## src/rtl/fetch_stream_prefetcher_pkg.sv

```systemverilog
// Shared constants and the in-flight read record for the instruction-line prefetcher.
package fetch_stream_prefetcher_pkg;

  localparam int FETCH_ADDR_W = 12;
  localparam int FETCH_LINE_W = 64;
  localparam int FETCH_DEPTH  = 8;
  localparam int FETCH_AHEAD  = 4;

  // The record carries FETCH_ADDR_W address bits; narrower ADDR_W values are zero-extended.
  typedef struct packed {
    logic                    valid;
    logic                    poison;
    logic [FETCH_ADDR_W-1:0] addr;
  } inflight_t;

endpackage

```

## src/rtl/fetch_inflight_tracker.sv

```systemverilog
// Shift register following each memory read through its latency, with
// per-stage poisoning on invalidate and an N-address "already in flight" match.
module fetch_inflight_tracker
  import fetch_stream_prefetcher_pkg::*;
#(
  parameter int ADDR_W  = FETCH_ADDR_W,
  parameter int MEM_LAT = 2,
  parameter int N       = 1
) (
  input  logic                     clk,
  input  logic                     rst,
  input  logic                     issue_valid,
  input  logic [ADDR_W-1:0]        issue_addr,
  input  logic                     inv_valid,
  input  logic [ADDR_W-1:0]        inv_addr,
  input  logic [N-1:0][ADDR_W-1:0] match_addr,
  output logic [N-1:0]             covered,
  output logic                     ret_valid,
  output logic [ADDR_W-1:0]        ret_addr
);

  localparam int LAST = MEM_LAT - 1;

  inflight_t               stage [MEM_LAT];
  logic [FETCH_ADDR_W-1:0] inv_key;

  assign inv_key = FETCH_ADDR_W'(inv_addr);

  // A write to a line poisons its read whether it sits in mem_addr or in any stage.
  always_ff @(posedge clk) begin
    if (rst) begin
      for (int s = 0; s < MEM_LAT; s++) stage[s] <= '0;
    end else begin
      stage[0].valid  <= issue_valid;
      stage[0].addr   <= FETCH_ADDR_W'(issue_addr);
      stage[0].poison <= inv_valid && (FETCH_ADDR_W'(issue_addr) == inv_key);
      for (int s = 1; s < MEM_LAT; s++) begin
        stage[s].valid  <= stage[s-1].valid;
        stage[s].addr   <= stage[s-1].addr;
        stage[s].poison <= stage[s-1].poison || (inv_valid && stage[s-1].addr == inv_key);
      end
    end
  end

  always_comb begin
    covered = '0;
    for (int n = 0; n < N; n++)
      for (int s = 0; s < MEM_LAT; s++)
        if (stage[s].valid && !stage[s].poison &&
            stage[s].addr == FETCH_ADDR_W'(match_addr[n]))
          covered[n] = 1'b1;
  end

  assign ret_valid = stage[LAST].valid && !stage[LAST].poison &&
                     !(inv_valid && stage[LAST].addr == inv_key);
  assign ret_addr  = ADDR_W'(stage[LAST].addr);

endmodule

```

## src/rtl/fetch_stream_prefetcher.sv

```systemverilog
// Fully-associative instruction-line buffer that streams sequential lines ahead
// of the fetch point, plus a return-address hint line, from latency-MEM_LAT memory.
module fetch_stream_prefetcher
  import fetch_stream_prefetcher_pkg::*;
#(
  parameter int ADDR_W  = FETCH_ADDR_W,
  parameter int LINE_W  = FETCH_LINE_W,
  parameter int DEPTH   = FETCH_DEPTH,
  parameter int LOOKUP  = 2,
  parameter int AHEAD   = FETCH_AHEAD,
  parameter int MEM_LAT = 2
) (
  input  logic                     clk,
  input  logic                     rst,
  input  logic                     enable,
  input  logic [LOOKUP-1:0]        lk_valid,
  input  logic [ADDR_W*LOOKUP-1:0] lk_addr,
  output logic [LOOKUP-1:0]        lk_hit,
  output logic [LINE_W*LOOKUP-1:0] lk_data,
  input  logic                     hint_valid,
  input  logic [ADDR_W-1:0]        hint_addr,
  input  logic                     inv_valid,
  input  logic [ADDR_W-1:0]        inv_addr,
  output logic                     mem_req,
  output logic [ADDR_W-1:0]        mem_addr,
  input  logic [LINE_W-1:0]        mem_rdata,
  output logic [31:0]              miss_count
);

  localparam int PTR_W = (DEPTH > 1) ? $clog2(DEPTH) : 1;
  localparam int NCAND = AHEAD + 1;

  logic [DEPTH-1:0]             ent_valid;
  logic [ADDR_W-1:0]            ent_tag  [DEPTH];
  logic [LINE_W-1:0]            ent_data [DEPTH];
  logic [PTR_W-1:0]             ptr;
  logic                         fill_valid;
  logic [ADDR_W-1:0]            fill_addr;
  logic [LINE_W-1:0]            fill_data;
  logic                         fill_present;
  logic                         fill_write;
  logic [PTR_W-1:0]             fill_slot;
  logic [ADDR_W-1:0]            base_q;
  logic [ADDR_W-1:0]            base_now;
  logic                         any_miss;
  logic [NCAND-1:0][ADDR_W-1:0] cand;
  logic [NCAND-1:0]             trk_cov;
  logic [NCAND-1:0]             cand_cov;
  logic                         pick;
  logic [ADDR_W-1:0]            pick_addr;
  logic                         ret_valid;
  logic [ADDR_W-1:0]            ret_addr;

  always_comb begin
    lk_hit  = '0;
    lk_data = '0;
    for (int i = 0; i < LOOKUP; i++)
      for (int e = 0; e < DEPTH; e++)
        if (lk_valid[i] && ent_valid[e] && ent_tag[e] == lk_addr[i*ADDR_W +: ADDR_W]) begin
          lk_hit[i] = 1'b1;
          lk_data[i*LINE_W +: LINE_W] = lk_data[i*LINE_W +: LINE_W] | ent_data[e];
        end
  end

  // Later assignments win: highest-index hit first, then overridden by lowest-index miss.
  always_comb begin
    base_now = base_q;
    any_miss = 1'b0;
    for (int i = 0; i < LOOKUP; i++)
      if (lk_valid[i] && lk_hit[i]) base_now = lk_addr[i*ADDR_W +: ADDR_W];
    for (int i = LOOKUP - 1; i >= 0; i--)
      if (lk_valid[i] && !lk_hit[i]) begin
        base_now = lk_addr[i*ADDR_W +: ADDR_W];
        any_miss = 1'b1;
      end
  end

  always_comb begin
    for (int k = 0; k < AHEAD; k++) cand[k] = base_now + ADDR_W'(k);
    cand[AHEAD] = hint_addr;
  end

  fetch_inflight_tracker #(
    .ADDR_W (ADDR_W),
    .MEM_LAT(MEM_LAT),
    .N      (NCAND)
  ) u_tracker (
    .clk        (clk),
    .rst        (rst),
    .issue_valid(mem_req),
    .issue_addr (mem_addr),
    .inv_valid  (inv_valid),
    .inv_addr   (inv_addr),
    .match_addr (cand),
    .covered    (trk_cov),
    .ret_valid  (ret_valid),
    .ret_addr   (ret_addr)
  );

  always_comb begin
    for (int n = 0; n < NCAND; n++) begin
      cand_cov[n] = trk_cov[n] || (fill_valid && fill_addr == cand[n]) ||
                    (mem_req && mem_addr == cand[n]);
      for (int e = 0; e < DEPTH; e++)
        if (ent_valid[e] && ent_tag[e] == cand[n]) cand_cov[n] = 1'b1;
    end
  end

  // Nearest sequential line wins; the hint only fills an otherwise idle slot.
  always_comb begin
    pick      = 1'b0;
    pick_addr = mem_addr;
    if (hint_valid && !cand_cov[AHEAD]) begin
      pick      = 1'b1;
      pick_addr = hint_addr;
    end
    for (int k = AHEAD - 1; k >= 0; k--)
      if (!cand_cov[k]) begin
        pick      = 1'b1;
        pick_addr = cand[k];
      end
    if (!enable) pick = 1'b0;
  end

  always_ff @(posedge clk) begin
    if (rst) begin
      mem_req    <= 1'b0;
      mem_addr   <= '0;
      base_q     <= '0;
      miss_count <= '0;
    end else begin
      mem_req <= pick;
      if (pick) mem_addr <= pick_addr;
      base_q <= base_now;
      if (any_miss && miss_count != 32'hFFFF_FFFF) miss_count <= miss_count + 32'd1;
    end
  end

  always_comb begin
    fill_present = 1'b0;
    fill_slot    = ptr;
    for (int e = 0; e < DEPTH; e++)
      if (ent_valid[e] && ent_tag[e] == fill_addr) begin
        fill_present = 1'b1;
        fill_slot    = PTR_W'(e);
      end
  end

  assign fill_write = fill_valid && !(inv_valid && inv_addr == fill_addr);

  // Invalidation is applied before the fill so a fill into an invalidated slot survives.
  always_ff @(posedge clk) begin
    if (rst) begin
      ent_valid  <= '0;
      ptr        <= '0;
      fill_valid <= 1'b0;
      fill_addr  <= '0;
      fill_data  <= '0;
    end else begin
      for (int e = 0; e < DEPTH; e++)
        if (inv_valid && ent_valid[e] && ent_tag[e] == inv_addr) ent_valid[e] <= 1'b0;
      if (fill_write) begin
        ent_valid[fill_slot] <= 1'b1;
        ent_tag[fill_slot]   <= fill_addr;
        ent_data[fill_slot]  <= fill_data;
        if (!fill_present) ptr <= (ptr == PTR_W'(DEPTH - 1)) ? '0 : ptr + 1'b1;
      end
      fill_valid <= ret_valid;
      fill_addr  <= ret_addr;
      if (ret_valid) fill_data <= mem_rdata;
    end
  end

endmodule
```

## config.mk

```make
export PLATFORM = sky130hd
export DESIGN_NAME = fetch_stream_prefetcher
export DESIGN_NICKNAME = d
export VERILOG_FILES = /design/src/rtl/fetch_stream_prefetcher_pkg.sv /design/src/rtl/fetch_inflight_tracker.sv /design/src/rtl/fetch_stream_prefetcher.sv
export SDC_FILE = /design/constraint.sdc
export NUM_CORES = 2
export LEC_CHECK = 0
export ABC_AREA = 0
export BUFFER_PORTS_ARGS = -buffer_cell sky130_fd_sc_hd__buf_2
export CORE_MARGIN = 2
export CORE_UTILIZATION = 40
export CTS_CLUSTER_SIZE = 8
export DETAILED_ROUTE_END_ITERATION = 16
export PLACE_DENSITY = 0.52
export SYNTH_ARGS = -nofsm -noshare
export SYNTH_HDL_FRONTEND = slang
export SYNTH_HIERARCHICAL = 1
export SYNTH_SLANG_ARGS = --single-unit
```

## constraint.sdc

```tcl
create_clock -name clk -period 10 [get_ports clk]
set_clock_uncertainty 0.2 [all_clocks]
set_input_delay 1 -clock clk [delete_from_list [all_inputs] [get_ports clk]]
set_output_delay 1 -clock clk [all_outputs]
set_load 0.01 [all_outputs]
```

==> flow_metrics.tcl <==
set metrics [dict create \
    tritoncts "built" \
    grt_max_degree 66 \
    synthCells 4817 \
    cp_slowest_cell "edfxtp_1" \
    violations "max-capacitance violations, max-slew violations" \
    synth-edff-count 608 \
    vias_per_cell 6.61 \
    crit_path_start_kind "register" \
    final_layout_size_suffix_gt1_share_pct 16.2 \
    maxCapViolations 2 \
    synthTopCellsByArea "edfxtp_1 37%, xnor2_1 12%, dfxtp_1 7.0%, xor2_1 6.3%, a22oi_1 4.2%" \
    numCtsBuffers 109 \
    grt_pass1_vias 42500 \
    grt-ovfl-total 0 \
    root_buffer "clkbuf_16" \
    gp_congestion 1.10 \
    die_x_um 357 \
    synth-seq-cells 781 \
    grt_antenna_before_repair 23 \
    hold_buffers 0 \
    cts_setup_buffers 0 \
    timing.final.crit_share_pct 93.2 \
    ys_warn_count 6 \
    die_h_um 357 \
    synth_ff_type "edfxtp_1" \
    fin_crit_ns 9.32 \
    ir_drop_uv 150 \
    worstHoldPathType "register to register" \
    cts_resized 0 \
    slew_violations 12 \
    fmax_mhz 107 \
    wire_per_inst_um 38.6 \
    nets 5159 \
    portBuffers 293 \
    n_fill_cell 11700 \
    via_count 44700 \
    synth_top_cell_area_share_pct 36.7 \
    drc 0 \
    worst_pin_slew_ns 1.64 \
    required_ns 10.43 \
    cp-end-kind "register" \
    dp_hpwl_mm 177 \
    syn_to_final_growth_pct 14.0 \
    powerDensity_nw_per_um2 145 \
    io_pins 294 \
    setup_violations 0 \
    core-area_um2 123000 \
    drt_pass1_iterations 9 \
    fin_setup_tns_ns 0 \
    syn_area_per_cell_um2 10.3 \
    cp.arrival_ns 9.75 \
    netlist_area_um2 49700 \
    finish.instance_area_um2 56700 \
    start_util_pct 40.3 \
    clockBufferDepth 3 \
    dpl_cell_area_um2 53400 \
    hold_viol_final 0 \
    ys_seq_area_share_pct 43.7 \
    wirelength_mm 261 \
    ant_nets 0 \
    slowest_delay_ns 0.88 \
    htreeDepth 3 \
    critPathMaxFanout 22 \
    syn-num-nets 4943 \
    clkTransAtPathRegs_ns 0.05 \
    grtUsageTotal_pct 40.1 \
    rsz0062_at_grt "no" \
    leakage_nw 19.7 \
    rows 129 \
    cp_common_cell "buf_4" \
    r2r_slack_ns 0.68 \
    clk_latency_ns 0.74 \
    yosysTopAreaCell "edfxtp_1" \
    grt_first_pass_wirelength_mm 357 \
    synth.distinct_cells 110 \
    status "complete, but fails checks" \
    drtIter0Drc 6303 \
    dieArea_um2 127000 \
    max_slew_margin_pct -10.0 \
    async_reset_ff_share_pct 0 \
    crit_type "register to register" \
    clock_sinks 781 \
]
routing by layer:
layer  global-route usage [%]  vias to the layer above  part of all wire [%]
met5                        0                        -                 0.062
met4                     29.2                       26                   8.6
met3                     9.50                      874                    10
met2                     60.7                     3115                    44
met1                     50.1                    22200                    37
li1                         -                    18500                     -
cells in the final DEF, fill, tap and decap left out, types with 25 or more instances in the layout:
| master | n |
|---|---|
| xnor2_1 | 671 |
| edfxtp_1 | 608 |
| xor2_1 | 357 |
| buf_2 | 292 |
| buf_4 | 285 |
| a22oi_1 | 277 |
| nand3_1 | 264 |
| nor2_1 | 227 |
| dfxtp_1 | 173 |
| nand4_1 | 166 |
| nand2_1 | 141 |
| a221oi_1 | 133 |
| a22o_1 | 129 |
| nor4_1 | 117 |
| clkbuf_16 | 109 |
| o21ai_0 | 99 |
| mux2i_1 | 91 |
| a21oi_1 | 87 |
| nor3_1 | 85 |
| clkbuf_1 | 74 |
| inv_1 | 52 |
| nor2b_1 | 43 |
| nand2b_1 | 32 |
| and3_1 | 30 |
| a211oi_1 | 29 |
| o211ai_1 | 29 |
| a31oi_1 | 28 |
| o21a_1 | 26 |
| or4_1 | 25 |
power breakdown:
group / internal, W / total (W) / switching (W)
Combinational: 0.000376 / 0.00118 / 0.000806
Sequential: 0.00349 / 0.00353 / 0.0000418
Clock: 0.00207 / 0.00350 / 0.00143
Total: 0.00593 / 0.00822 / 0.00228
Yosys cell counts, drive strengths merged, types with 47 or more instances:
cell type and count:
dfxtp 173, nor2 239, edfxtp 608, xor2 357, mux2i 91, clkbuf 188
inv 59, a221oi 134, nand4 167, a22oi 277, a21oi 91, o21ai 123
nor2b 47, nor4 141, nor3 91, xnor2 674, nand2 142, buf 286
nand3 266, a22o 129
flip-flops by register name, summed over array words and instances, names as in the netlist:
name             flops
mem_req              1
ent_data           512
fill_valid           1
miss_count          32
u_tracker/stage     28
base_q              12
fill_data           64
ptr                  3
mem_addr            12
fill_addr           12
ent_tag             96
ent_valid            8
cell type report:
type	instances	area (um2)	area share, %
Clock buffer	184	3020	5.33
Inverter	62	233	0.411
Antenna cell	7	17.5	0.0309
Sequential cell	781	21700	38.3
Timing Repair Buffer	579	3630	6.41
Tap cell	1637	2050	3.61
Multi-Input combinational cell	3500	25800	45.5
Clock inverter	10	211	0.373
final timing paths:
path,to,cells past startpoint,startpoint
setup / recovery,mem_addr[0],28,ent_tag[2][9]
setup reg to reg,mem_addr[0],28,ent_tag[2][9]
hold / removal,ptr[1],2,ptr[1]
hold reg to reg,ptr[1],2,ptr[1]
metrics by stage:
| stage | worst slack, ns | total power [W] | hold slack [ns] | util (%) | instances |
|---|---|---|---|---|---|
| after detailed placement | 0.548 | 0.00473 | 0.265 | 43.3 | 6559 |
| after global placement | 0.666 | 0.00474 | 0.261 | 43.3 | 6559 |
| final | 0.682 | 0.00822 | 0.279 | 45.9 | 6760 |
| after CTS | 1.07 | 0.00822 | 0.253 | 45.9 | 6753 |
| after global routing | 0.376 | 0.00844 | 0.290 | 45.9 | 6755 |
| after floorplan | 2.02 | 0.00425 | 0.219 | - | 4817 |
critical path, delay by kind of cell, from the launching register on:
| kind | cells | cell delay, ns |
|---|---|---|
| and+or+nand+nor | 10 | 3.51 |
| adders and majority gates | 1 | 0.29 |
| buffers and inverters | 4 | 1.32 |
| AOI/OAI and AO/OA | 10 | 2.29 |
| DFF | 1 | 0.88 |
| xor gates and xnor gates | 3 | 0.69 |
kinds of logic after synthesis:
| family | count (synthesis) | share of synthesized area, % |
|---|---|---|
| buffers and inverters | 536 | 4.97 |
| AOI/OAI and AO/OA | 1041 | 15.9 |
| adders and majority gates | 7 | 0.176 |
| and+or+nand+nor | 1306 | 14.4 |
| DFF | 781 | 43.7 |
| xor gates and xnor gates | 1045 | 18.8 |
| muxes | 101 | 2.06 |
No activity file was read; power rests on OpenSTA's default activity.
